--- config.mk ---
export PLATFORM = sky130hd
export DESIGN_NAME = fetch_branch_ctl
export DESIGN_NICKNAME = d
export VERILOG_FILES = /design/src/rtl/fetch_pkg.sv /design/src/rtl/pc_next_calc.sv /design/src/rtl/fetch_branch_ctl.sv
export SDC_FILE = /design/constraint.sdc
export NUM_CORES = 1
export LEC_CHECK = 0
export BUFFER_PORTS_ARGS = -buffer_cell sky130_fd_sc_hd__buf_2
export CORE_MARGIN = 1.5
export CORE_UTILIZATION = 50
export CTS_CLUSTER_DIAMETER = 100
export DETAILED_ROUTE_END_ITERATION = 6
export PLACE_DENSITY = 0.95
export SKIP_LAST_GASP = 1
export SYNTH_ARGS = -nofsm -noshare
export SYNTH_HDL_FRONTEND = slang
export SYNTH_SLANG_ARGS = --single-unit
--- constraint.sdc ---
create_clock -name Clk -period 10.5 [get_ports Clk]
set_input_delay 0.525 -clock Clk [delete_from_list [all_inputs] [get_ports Clk]]
set_output_delay 0.525 -clock Clk [all_outputs]
set_load 0.05 [all_outputs]
--- src/rtl/fetch_pkg.sv ---
// rtl/fetch_pkg.sv - shared constants and enums for the fetch/branch controller
package fetch_pkg;

    localparam int PC_W  = 10;
    localparam int IDX_W = 4;

    typedef enum logic [1:0] {
        IDLE = 2'd0,
        RUN  = 2'd1,
        DONE = 2'd2
    } fetch_state_t;

    typedef enum logic [1:0] {
        HOLD   = 2'd0,
        ZERO   = 2'd1,
        INC    = 2'd2,
        BRANCH = 2'd3
    } pc_sel_t;

endpackage

--- src/rtl/pc_next_calc.sv ---
// rtl/pc_next_calc.sv - combinational next-PC mux with signed PC-relative adder
module pc_next_calc
    import fetch_pkg::*;
#(
    parameter int PC_W = fetch_pkg::PC_W
) (
    input  pc_sel_t          sel_i,
    input  logic [PC_W-1:0]  pc_i,
    input  logic [PC_W-1:0]  lut_out_i,
    output logic [PC_W-1:0]  pc_next_o
);

    // Two's-complement offset: a plain PC_W-bit add wraps correctly in both directions.
    always_comb begin
        pc_next_o = pc_i;
        case (sel_i)
            HOLD:    pc_next_o = pc_i;
            ZERO:    pc_next_o = '0;
            INC:     pc_next_o = pc_i + {{(PC_W-1){1'b0}}, 1'b1};
            BRANCH:  pc_next_o = pc_i + lut_out_i;
            default: pc_next_o = pc_i;
        endcase
    end

endmodule

--- src/rtl/fetch_branch_ctl.sv ---
// rtl/fetch_branch_ctl.sv - PC sequencer and branch resolution; FETCH_PERF_CNT_EN builds the perf counters
module fetch_branch_ctl
    import fetch_pkg::*;
#(
    parameter int PC_W  = fetch_pkg::PC_W,
    parameter int IDX_W = fetch_pkg::IDX_W,
    parameter int CNT_W = 16
) (
    input  logic              Clk,
    input  logic              Reset_n,
    input  logic              Start,
    input  logic              Stall,
    input  logic              Halt,
    input  logic              BranchEn,
    input  logic              BranchCond,
    input  logic [IDX_W-1:0]  BranchIdx,
    output logic [IDX_W-1:0]  LutIndex,
    input  logic [PC_W-1:0]   LutOut,
    output logic [PC_W-1:0]   PC,
    output logic              Running,
    output logic              Done,
    output logic              BranchTaken,
    output logic [CNT_W-1:0]  CycleCnt,
    output logic [CNT_W-1:0]  TakenCnt
);

    fetch_state_t     state_q, state_d;
    pc_sel_t          pc_sel;
    logic [PC_W-1:0]  pc_q, pc_d;
    logic             running_q, done_q, taken_q;
    logic             cnt_clear, cnt_cycle, cnt_taken;

    assign LutIndex    = BranchIdx;
    assign PC          = pc_q;
    assign Running     = running_q;
    assign Done        = done_q;
    assign BranchTaken = taken_q;

    // Start in DONE deliberately ignores Stall so a frozen pipeline can still be relaunched.
    always_comb begin
        state_d   = state_q;
        pc_sel    = HOLD;
        cnt_clear = 1'b0;
        cnt_cycle = 1'b0;
        cnt_taken = 1'b0;
        case (state_q)
            IDLE: begin
                pc_sel = ZERO;
                if (!Stall && Start) state_d = RUN;
            end
            RUN: begin
                if (!Stall) begin
                    cnt_cycle = 1'b1;
                    if (Start) begin
                        pc_sel    = ZERO;
                        cnt_clear = 1'b1;
                    end else if (Halt) begin
                        state_d = DONE;
                    end else if (BranchEn && BranchCond) begin
                        pc_sel    = BRANCH;
                        cnt_taken = 1'b1;
                    end else begin
                        pc_sel = INC;
                    end
                end
            end
            DONE: begin
                if (Start) begin
                    state_d   = RUN;
                    pc_sel    = ZERO;
                    cnt_clear = 1'b1;
                end
            end
            default: begin
                state_d = IDLE;
                pc_sel  = ZERO;
            end
        endcase
    end

    pc_next_calc #(
        .PC_W (PC_W)
    ) u_pc_next_calc (
        .sel_i     (pc_sel),
        .pc_i      (pc_q),
        .lut_out_i (LutOut),
        .pc_next_o (pc_d)
    );

    always_ff @(posedge Clk or negedge Reset_n) begin
        if (!Reset_n) begin
            state_q   <= IDLE;
            pc_q      <= '0;
            running_q <= 1'b0;
            done_q    <= 1'b0;
            taken_q   <= 1'b0;
        end else begin
            state_q   <= state_d;
            pc_q      <= pc_d;
            running_q <= (state_d == RUN);
            done_q    <= (state_d == DONE);
            taken_q   <= cnt_taken;
        end
    end

`ifdef FETCH_PERF_CNT_EN
    logic [CNT_W-1:0] cycle_cnt_q, taken_cnt_q;

    // Both counters stick at all-ones rather than wrapping.
    always_ff @(posedge Clk or negedge Reset_n) begin
        if (!Reset_n) begin
            cycle_cnt_q <= '0;
            taken_cnt_q <= '0;
        end else if (cnt_clear) begin
            cycle_cnt_q <= '0;
            taken_cnt_q <= '0;
        end else begin
            if (cnt_cycle && (cycle_cnt_q != '1))
                cycle_cnt_q <= cycle_cnt_q + {{(CNT_W-1){1'b0}}, 1'b1};
            if (cnt_taken && (taken_cnt_q != '1))
                taken_cnt_q <= taken_cnt_q + {{(CNT_W-1){1'b0}}, 1'b1};
        end
    end

    assign CycleCnt = cycle_cnt_q;
    assign TakenCnt = taken_cnt_q;
`else
    assign CycleCnt = '0;
    assign TakenCnt = '0;
`endif

endmodule

**Word level (Yosys, flattened, before mapping)**

Cells that the tools add are included.

- Equal/unequal tests: 7
- Reduce and logical (&&, ||, !) cells: 5
- Muxes and demuxes: 18
- Add/sub/neg operators: 2

Operator list:

| operator | count |
|---|---|
| 10-bit one-hot mux with 3 select lines | 1 |
| 2-bit 2-to-1 mux | 8 |
| 10-bit by 1-bit adder with 10-bit output, second input constant | 1 |
| 10-bit adder | 1 |
| 2-bit equality test, second input constant | 4 |
| 1-bit 2-to-1 mux | 7 |
| 2-bit by 1-bit equality test with 1-bit output, second input constant | 3 |
| 2-bit one-hot mux with 3 select lines | 1 |
| 2-bit zero test | 2 |
| 2-bit one-hot mux with 2 select lines | 1 |
| 1-bit logical AND | 2 |
| 1-bit zero test | 1 |

- Register bits after elaboration: 15
- Output and inout port bits: 49
- Word-level logic and storage cells: 37
- Bits of input ports: 21

**Depth between registers and ports, before layout**

Gate-level depths: netlist (run 1).

- Word-level depth: 8
- Mapped depth: 14
- Depth with buffers taken out: 14

**By module**

A second synthesis (run 1) with hierarchy kept.

- Cell total of the unflattened synthesis: 168
- Area total of the unflattened synthesis: 1502.7 um^2

By module, submodules not included:

| module | cells an instance | instances | seq. area each (um^2) | area each (um^2) |
|---|---|---|---|---|
| fetch_branch_ctl | 84 | 1 | 375.4 | 878.3 |
| pc_next_calc | 84 | 1 | 0.0 | 624.3 |

**Worst setup path before layout (run 1)**

OpenSTA, ideal clock, no wires.

- Path type: reg2reg
- From: register state_q[0]
- To: register pc_q[6] (netlist: PC[6])
- Period minus slack after synthesis: 3.299 ns
- Required time: 10.378 ns
- Path slack: 7.201 ns
- Stages on the path, launching flop included: 15
- Setup time: 0.122 ns
- Arrival: 3.177 ns
- Path buffers: 0
- Cells stage by stage: dfrtp_1 > inv_1 > ha_1 > or4b_4 > nor3_4 > or2b_1 > ha_1 > inv_1 > fa_1 > nor2b_1 > o21a_1 > o21ai_1 > a21boi_0 > or3_1 > a32o_1

- Longest elaborated chain between the ends: 4
- Elaborated cells on any way between the ends: 8
- Classes of those cells: 5 x eq/ne; 2 x mux; 1 x reduce/logical

RTL lines:

| item | RTL line | RTL |
|---|---|---|
| from (decl) | fetch_branch_ctl.sv:27 | `fetch_state_t state_q, state_d;` |
| from (signal assigned) | fetch_branch_ctl.sv:98 | `state_q <= state_d;` |
| 2-bit equality test or 2-bit by 1-bit equality test with 1-bit output (tied branches) | n/a |  |
| 2-bit one-hot mux with 2 select lines * | fetch_branch_ctl.sv:46 | `case (state_q)` |
| 2-bit equality test or 2-bit by 1-bit equality test with 1-bit output (tied branches) | pc_next_calc.sv:16 | `case (sel_i)` |
| 10-bit one-hot mux with 3 select lines | pc_next_calc.sv:16 |  |
| to (signal assigned) | fetch_branch_ctl.sv:99 | `pc_q <= pc_d;` |
| to (decl) | fetch_branch_ctl.sv:29 | `logic [PC_W-1:0] pc_q, pc_d;` |

Mark *: on every way between the ends. The rest lies on a longest branch, timed or not.
A chain may end at the register's enable or synchronous reset.

**Worst setup path in the final report (run 1)**

Same ends and word-level chain as after synthesis.

==> summary.md, run 1 <==
| Metric | Value |
|---|---|
| Status | `complete, no violations` |
| Leading area contributor after synthesis | `dfrtp_1` |
| Primary FF master, synth | `dfrtp_1` |
| Post-DRT Antenna Nets | `0` |
| Register bit total from synthesis | `15` |
| Final Max Tran Viols | `0` |
| Final min period | `3.625 ns` |
| Final setup vio count | `0` |
| Final-stage net count | `220` |
| CP Launch Type | `register` |
| Setup TNS | `0 ns` |
| Post-DP HPWL | `1992 um` |
| Multi-input gate area | `858.3 sq um` |
| CTS H-tree depth | `1` |
| Dpl cell area | `1448 sq um` |
| CTS Hold Buffers Added | `0` |
| TritonCTS Sinks | `15` |
| Post-synthesis sequential area ratio | `26.41%` |
| Gr ovfl total | `0` |
| GRT Util Overall | `15.78%` |
| Pleak | `0.8561 nW` |
| Clock Path Buffers | `2` |
| Worst R2R End | `PC[6]` |
| Post-Route Skew | `0.0004997 ns` |
| CTS tree | `built` |
| Crit path buf inv count | `2` |
| Largest net degree at the start of global routing | `16` |
| Worst skew pair latency | `0.28 ns` |
| Ranking of synthesized cells by area | `dfrtp_1 (26%), buf_4 (19%), ha_1 (11%)` |
| Peak supply drop | `119.0 uV` |
| FF-to-FF Start | `state_q[0]` |
| ANT cells | `0` |
| # port buffers | `29` |
| Post-route design area | `1475 sq um` |
| Pwr Total | `0.1811 mW` |
| Fin cells | `215` |
| Fill cells | `257` |
| First-pass GRT wire length | `3891 um` |
| Layout cells sized above 1 | `25.00%` |
| CTS-repair resized insts | `0` |
| Wire per inst | `11.44 um` |
| Yosys warnings | `0` |
| Worst Path Required | `10.68 ns` |
| Worst path slowest cell | `or4b_4` |
| Gpl congestion | `0.8483` |
| Post-CTS setup buffers | `0` |
| Max-cap violations | `0` |
| Syn Inst Count | `157` |
| Worst-path cell chain | `inv_1 > ha_1 > or4b_4 > nor3_4 > or2b_1 > ha_1 > inv_1 > fa_1 > nor2b_1 > o21a_1 > o21ai_1 > a21boi_0 > or3_1 > a32o_1` |
| Full die area | `3171 sq um` |
| Crit path DAT | `3.80 ns` |
| Core area | `2734 sq um` |
| Top delay family on crit path | `simple AND/OR/NAND/NOR gates` |
| Clock slew at reported path FFs | `0.09 ns` |
| Vias in the first global route | `923` |
| Final wirelength | `2459 um` |
| Setup Crit Path Kind | `reg -> reg` |
| Clk root buf | `clkbuf_4` |
| RSZ-0062 raised after global routing | `no` |
| DR pass1 iterations | `4` |
| Asr flop ratio synth | `100.0%` |
| Vias/cell | `5.000` |
| Chip width | `56.32 um` |
| Dpl cells | `211` |
| Chip height | `56.32 um` |
| Initial antenna violation count | `0` |
| Synth cell types | `40` |
| Mapped cell area | `1421 sq um` |
| Final hold vios | `0` |
| Via count | `1075` |
| CP endpoint | `PC[6]` |
| 1st-iter DRT viols | `13` |
| CTS Buf Count | `3` |
| CP Capture Type | `register` |
| Fmax | `275.9 MHz` |
| Worst R2R Path Depth | `14` |
| Flop2flop setup slack | `6.88 ns` |
| WP depth | `14` |
| Register area | `375.4 sq um` |
| Tcrit/Tclk final | `34.52%` |
| Pwr dens | `122.8 nW/um^2` |
| Synth top area share | `26.41%` |
| Setup crit start | `state_q[0]` |
| Initial Util | `51.99%` |
| Ports | `70` |
| Hold Path Class | `in -> async` |
| Crit path largest cell delay | `0.50 ns` |
| Residual DRC | `0` |
| Post-synth EDFFs | `0` |
| Rows | `19` |
| Syn Area/Cell | `9.053 sq um` |
| Crit path max fanout | `10` |
| Area grow syn2layout | `3.785%` |
## how the worst min path moves through the flow
stage               cells past startpoint  slack [ns]           to  startpoint
floorplan                               0        0.23  BranchTaken     Reset_n
global placement                        1        0.45        PC[2]     Reset_n
detailed placement                      1        0.45        PC[2]     Reset_n
CTS                                     1        0.13  BranchTaken     Reset_n
global route                            1        0.14  BranchTaken     Reset_n
finish                                  1        0.13        PC[2]     Reset_n
## report_power, final
part,internal (mW),switching [mW],leakage [nW],total (mW)
sequential,0.0625,0.00304,0.207,0.0656
clock,0.0141,0.0196,0.0177,0.0338
combinational,0.0177,0.0641,0.631,0.0818
## cell type report
cell class	count	share of cell area, %
Timing Repair Buffer	29	9.839
Sequential cell	15	25.45
Inverter	8	2.036
Clock inverter	1	0.3393
Multi-Input combinational cell	128	58.19
Clock buffer	3	1.527
Tap cell	31	2.629
## Yosys cell counts, types with 2 or more instances
library cell	n
ha_1	13
xnor2_1	3
and2_1	2
nor3b_1	3
o22ai_1	3
nand2_1	8
a21oi_1	8
nor4_1	2
inv_1	8
nor2_1	7
o21ai_0	2
a32o_1	2
dfrtp_1	15
or3_1	2
buf_4	36
a21o_1	3
xor2_1	3
nand2b_1	3
and2_2	7
nor2b_1	2
a22o_1	6
## logic make-up (layout without fill, tap and decap cells)
family,count (synthesis),count (layout),share of synthesized area (%)
AO/OA/AOI/OAI,32,32,15.93
XOR/XNOR,6,6,3.698
adder cells (fa/ha/maj),14,14,12.85
buffers and inverters,45,41,21.39
flip-flops,15,15,26.41
other,1,32,0.2638
AND/OR/NAND/NOR,44,44,19.46
## state kept, by name (all words and copies together) (netlist names)
signal / cells
Done: 1
PC: 10
state_q: 2
BranchTaken: 1
Running: 1
## cell usage in the layout, fill, tap and decap left out, types with 6 or more instances in the layout
cell	instances
a21oi_1	8
nor2_1	7
conb_1	32
dfrtp_1	15
ha_1	13
a22o_1	6
nand2_1	8
and2_2	7
buf_2	29
inv_1	8
## stage by stage
step                hold slack [ns]  util, %  setup WS, ns
finish                       0.1349    53.96         6.875
global route                 0.1436    53.96         6.702
CTS                          0.1342    53.96         6.883
detailed placement           0.4548    52.95         6.912
global placement             0.4495    52.95         7.003
floorplan                    0.2294        -         7.201
## layer usage
metal,part of all wire [%],GRT usage [%],vias to the layer above
li1,-,-,531
met4,0,2.041,0
met1,44,19.09,511
met3,5.2,5.069,0
met2,51,28.07,33
met5,0,0,-
## worst reg2reg max path: cells and delay by family, from the launching register on
family	cells	cell delay [ns]
and+or+nand+nor	5	1.52
AOI/OAI and AO/OA	4	0.77
adders and majority gates	3	0.68
DFF	1	0.40
buffers and inverters	2	0.16
Power figures use the tool's default switching activity.
==> inputs of run 2 (changes only) <==
- ABC_AREA: unset -> 1
- CORE_UTILIZATION: 50 -> 47
- PLACE_DENSITY: 0.95 -> 0.9
- clock period: 10.5 -> 3.5 ns (I/O delays scaled with it)
==> run 2 against run 1 <==
  * Non-clock buffer count grew 1
  * Flip-flop and latch count unchanged
  * Register-to-register slack lost 6.2 ns
  * Global-route usage increased by 1.8 points
  * Via count is 23% higher
  * Synthesized cell count increased by 38%
  * Largest power group unchanged
  * Final cell count rose by 34%
  * Count of clock-buffer cells in the layout stayed put
==> summary.md, run 2 <==
| Metric | Value |
|---|---|
| Layout cells sized above 1 | `17.55% (was 25.00%)` |
| First-pass GRT wire length | `4788 um (was 3891 um)` |
| Actual slew at the worst max-slew pin | `0.4868 ns` |
| Clk root buf | `clkbuf_4 (unchanged)` |
| Chip height | `59.85 um (was 56.32 um)` |
| Wire per inst | `9.983 um (was 11.44 um)` |
| RSZ-0062 raised after global routing | `no (unchanged)` |
| 1st-iter DRT viols | `60 (was 13)` |
| CTS H-tree depth | `1 (unchanged)` |
| Synth top cells by count | `nand2_1 (52), buf_4 (36), inv_1 (30), dfrtp_1 (15), nor2_1 (15) (was buf_4 (36), dfrtp_1 (15), ha_1 (13))` |
| Final setup vio count | `0 (unchanged)` |
| Pwr dens | `442.1 nW/um^2 (was 122.8 nW/um^2)` |
| Clock Path Buffers | `2 (unchanged)` |
| Status | `complete, no violations (unchanged)` |
| Crit path DAT | `3.02 ns (was 3.80 ns)` |
| Synth top area share | `24.71% (was 26.41%)` |
| Tcrit/Tclk final | `80.87% (was 34.52%)` |
| Post-DRT Antenna Nets | `0 (unchanged)` |
| Max-cap violations | `0 (unchanged)` |
| Crit path max fanout | `8 (was 10)` |
| Final hold vios | `0 (unchanged)` |
| Pleak | `1.041 nW (was 0.8561 nW)` |
| Final-stage net count | `281 (was 220)` |
| Final Max Tran Viols | `0 (unchanged)` |
| Gpl congestion | `0.9123 (was 0.8483)` |
| DR pass1 iterations | `4 (unchanged)` |
| Most common cell in the netlist | `nand2_1 (was buf_4)` |
| CP Launch Type | `register (unchanged)` |
| Peak supply drop | `242.9 uV (was 119.0 uV)` |
| Hold Path Depth | `3` |
| Vias/cell | `4.574 (was 5.000)` |
| Leading area contributor after synthesis | `dfrtp_1 (unchanged)` |
| Full die area | `3582 sq um (was 3171 sq um)` |
| Via count | `1322 (was 1075)` |
| Final worst slack | `0.6695 ns (was 6.875 ns)` |
| Synth cell types | `28 (was 40)` |
| Worst R2R Path Depth | `21 (was 14)` |
| Core area | `3053 sq um (was 2734 sq um)` |
| Setup Crit Path Kind | `reg -> reg (unchanged)` |
| Residual DRC | `0 (unchanged)` |
| Hold Worst Slack | `0.1117 ns (was 0.1349 ns)` |
| Slew HR | `67.14%` |
| Ranking of synthesized cells by area | `dfrtp_1 (25%), buf_4 (18%), nand2_1 (13%) (was dfrtp_1 (26%), buf_4 (19%), ha_1 (11%))` |
| Ports | `70 (unchanged)` |
| Register area | `375.4 sq um (unchanged)` |
| Clock slew at reported path FFs | `0.10 ns (was 0.09 ns)` |
| Largest register FFs | `10 (unchanged)` |
| Fill cells | `298 (was 257)` |
| Largest net degree at the start of global routing | `16 (unchanged)` |
| Hold Path Class | `in -> reg (was in -> async)` |
| Asr flop ratio synth | `100.0% (unchanged)` |
| Post-synthesis sequential area ratio | `24.71% (was 26.41%)` |
| Rows | `20 (was 19)` |
| Post-DP HPWL | `2302 um (was 1992 um)` |
| Most frequent cells in the layout | `nand2_1 (52), conb_1 (32), inv_1 (30), buf_2 (29) (was conb_1 (32), buf_2 (29), dfrtp_1 (15), ha_1 (13))` |
| ANT cells | `0 (unchanged)` |
| TritonCTS Sinks | `15 (unchanged)` |
| Initial Util | `49.75% (was 51.99%)` |
| Post-CTS setup buffers | `0 (unchanged)` |
| Area grow syn2layout | `5.519% (was 3.785%)` |
| Final min period | `2.831 ns (was 3.625 ns)` |
| Mapped cell area | `1519 sq um (was 1421 sq um)` |
| Chip width | `59.85 um (was 56.32 um)` |
| CTS tree | `built (unchanged)` |
| Setup TNS | `0 ns (unchanged)` |
| Syn Area/Cell | `7.032 sq um (was 9.053 sq um)` |
| Primary FF master, synth | `dfrtp_1 (unchanged)` |
| Post-synth EDFFs | `0 (unchanged)` |
| Post-Route Skew | `0.002049 ns (was 0.0004997 ns)` |
| Initial antenna violation count | `0 (unchanged)` |
| Worst Path Required | `3.69 ns (was 10.68 ns)` |
| Gr ovfl total | `0 (unchanged)` |
| Worst skew pair latency | `0.29 ns (was 0.28 ns)` |
| Register bit total from synthesis | `15 (unchanged)` |
| Final wirelength | `2885 um (was 2459 um)` |
| Syn Inst Count | `216 (was 157)` |
| Most common cell after layout, fill and taps aside | `nand2_1 (was conb_1)` |
| Place WS | `0.7035 ns (was 6.912 ns)` |
| # port buffers | `29 (unchanged)` |
| CP Capture Type | `register (unchanged)` |
| Vias in the first global route | `1150 (was 923)` |
| Multi-input gate area | `859.6 sq um (was 858.3 sq um)` |
| Yosys warnings | `0 (unchanged)` |
| Fmax | `353.3 MHz (was 275.9 MHz)` |
| CTS Buf Count | `3 (unchanged)` |
| GRT Util Overall | `17.58% (was 15.78%)` |
## run 2: critical path, cell delays in order, from the launching register on
cell and delay, ns:
dfrtp_1 0.40, inv_1 0.10, ha_1 0.23, inv_2 0.08, nor2_4 0.04, nand3_1 0.08
nand2_1 0.10, nor2_2 0.18, nor2_4 0.05, inv_2 0.13, or2_1 0.13, ha_1 0.16
inv_1 0.08, fa_1 0.35, inv_1 0.10, nand3_1 0.07, nand2_1 0.10, nand4_1 0.08
nand2_1 0.09, nand2_1 0.05, nand2_1 0.05, o21ai_1 0.06
## run 2: power breakdown
group / switching (mW) / internal (mW) / total, mW
sequential: 0.0143 / 0.197 / 0.211
combinational: 0.305 / 0.0868 / 0.392
clock: 0.0629 / 0.0425 / 0.105
total: 0.382 / 0.326 / 0.709
## run 2: cell families after synthesis
| logic type | Yosys count | share of synthesized area (%) |
|---|---|---|
| adders and majority gates | 14 | 12.03 |
| and+or+nand+nor | 91 | 27.18 |
| other | 1 | 0.2469 |
| AOI/OAI and AO/OA | 25 | 9.474 |
| DFF | 15 | 24.71 |
| buffers and inverters | 70 | 26.36 |
## run 2: timing repair
action	CTS	global route
hold buffers	1	0
resized for setup	0	0
hold endpoints to repair	15	0
## run 2: area by class of cell
type / count / area share (%)
Sequential cell: 15 / 23.42
Clock buffer: 3 / 1.405
Timing Repair Buffer: 30 / 9.680
Multi-Input combinational cell: 162 / 53.63
Inverter: 34 / 8.119
Tap cell: 44 / 3.435
Clock inverter: 1 / 0.3123
## run 2: final timing paths
| kind | start | end | slack, ns |
|---|---|---|---|
| hold reg to reg | PC[2] | PC[2] | 0.51 |
| min in group asynchronous | Reset_n | PC[3] | 0.33 |
| max in group asynchronous | Reset_n | state_q[1] | 2.91 |
| setup reg to reg | state_q[1] | PC[8] | 0.67 |
| hold / removal | BranchCond | BranchTaken | 0.11 |
| setup / recovery | state_q[1] | PC[8] | 0.67 |
## run 2: layer usage
layer | global-route usage, % | part of all wire (%) | vias to the layer above
met3 | 3.463 | 4.8 | 6
li1 | - | - | 666
met4 | 6.667 | 1.4 | 0
met5 | 0 | 0 | -
met2 | 29.81 | 49 | 45
met1 | 21.84 | 45 | 605
## run 2: metrics by stage
stage               util, %  area, sq um  cells  power [mW]
floorplan                 -         1635    247      0.5657
global route          52.50         1603    289      0.7647
global placement      51.27         1565    284      0.5905
CTS                   52.50         1603    289      0.7148
finish                52.50         1603    289      0.7085
detailed placement    51.27         1565    284      0.6005
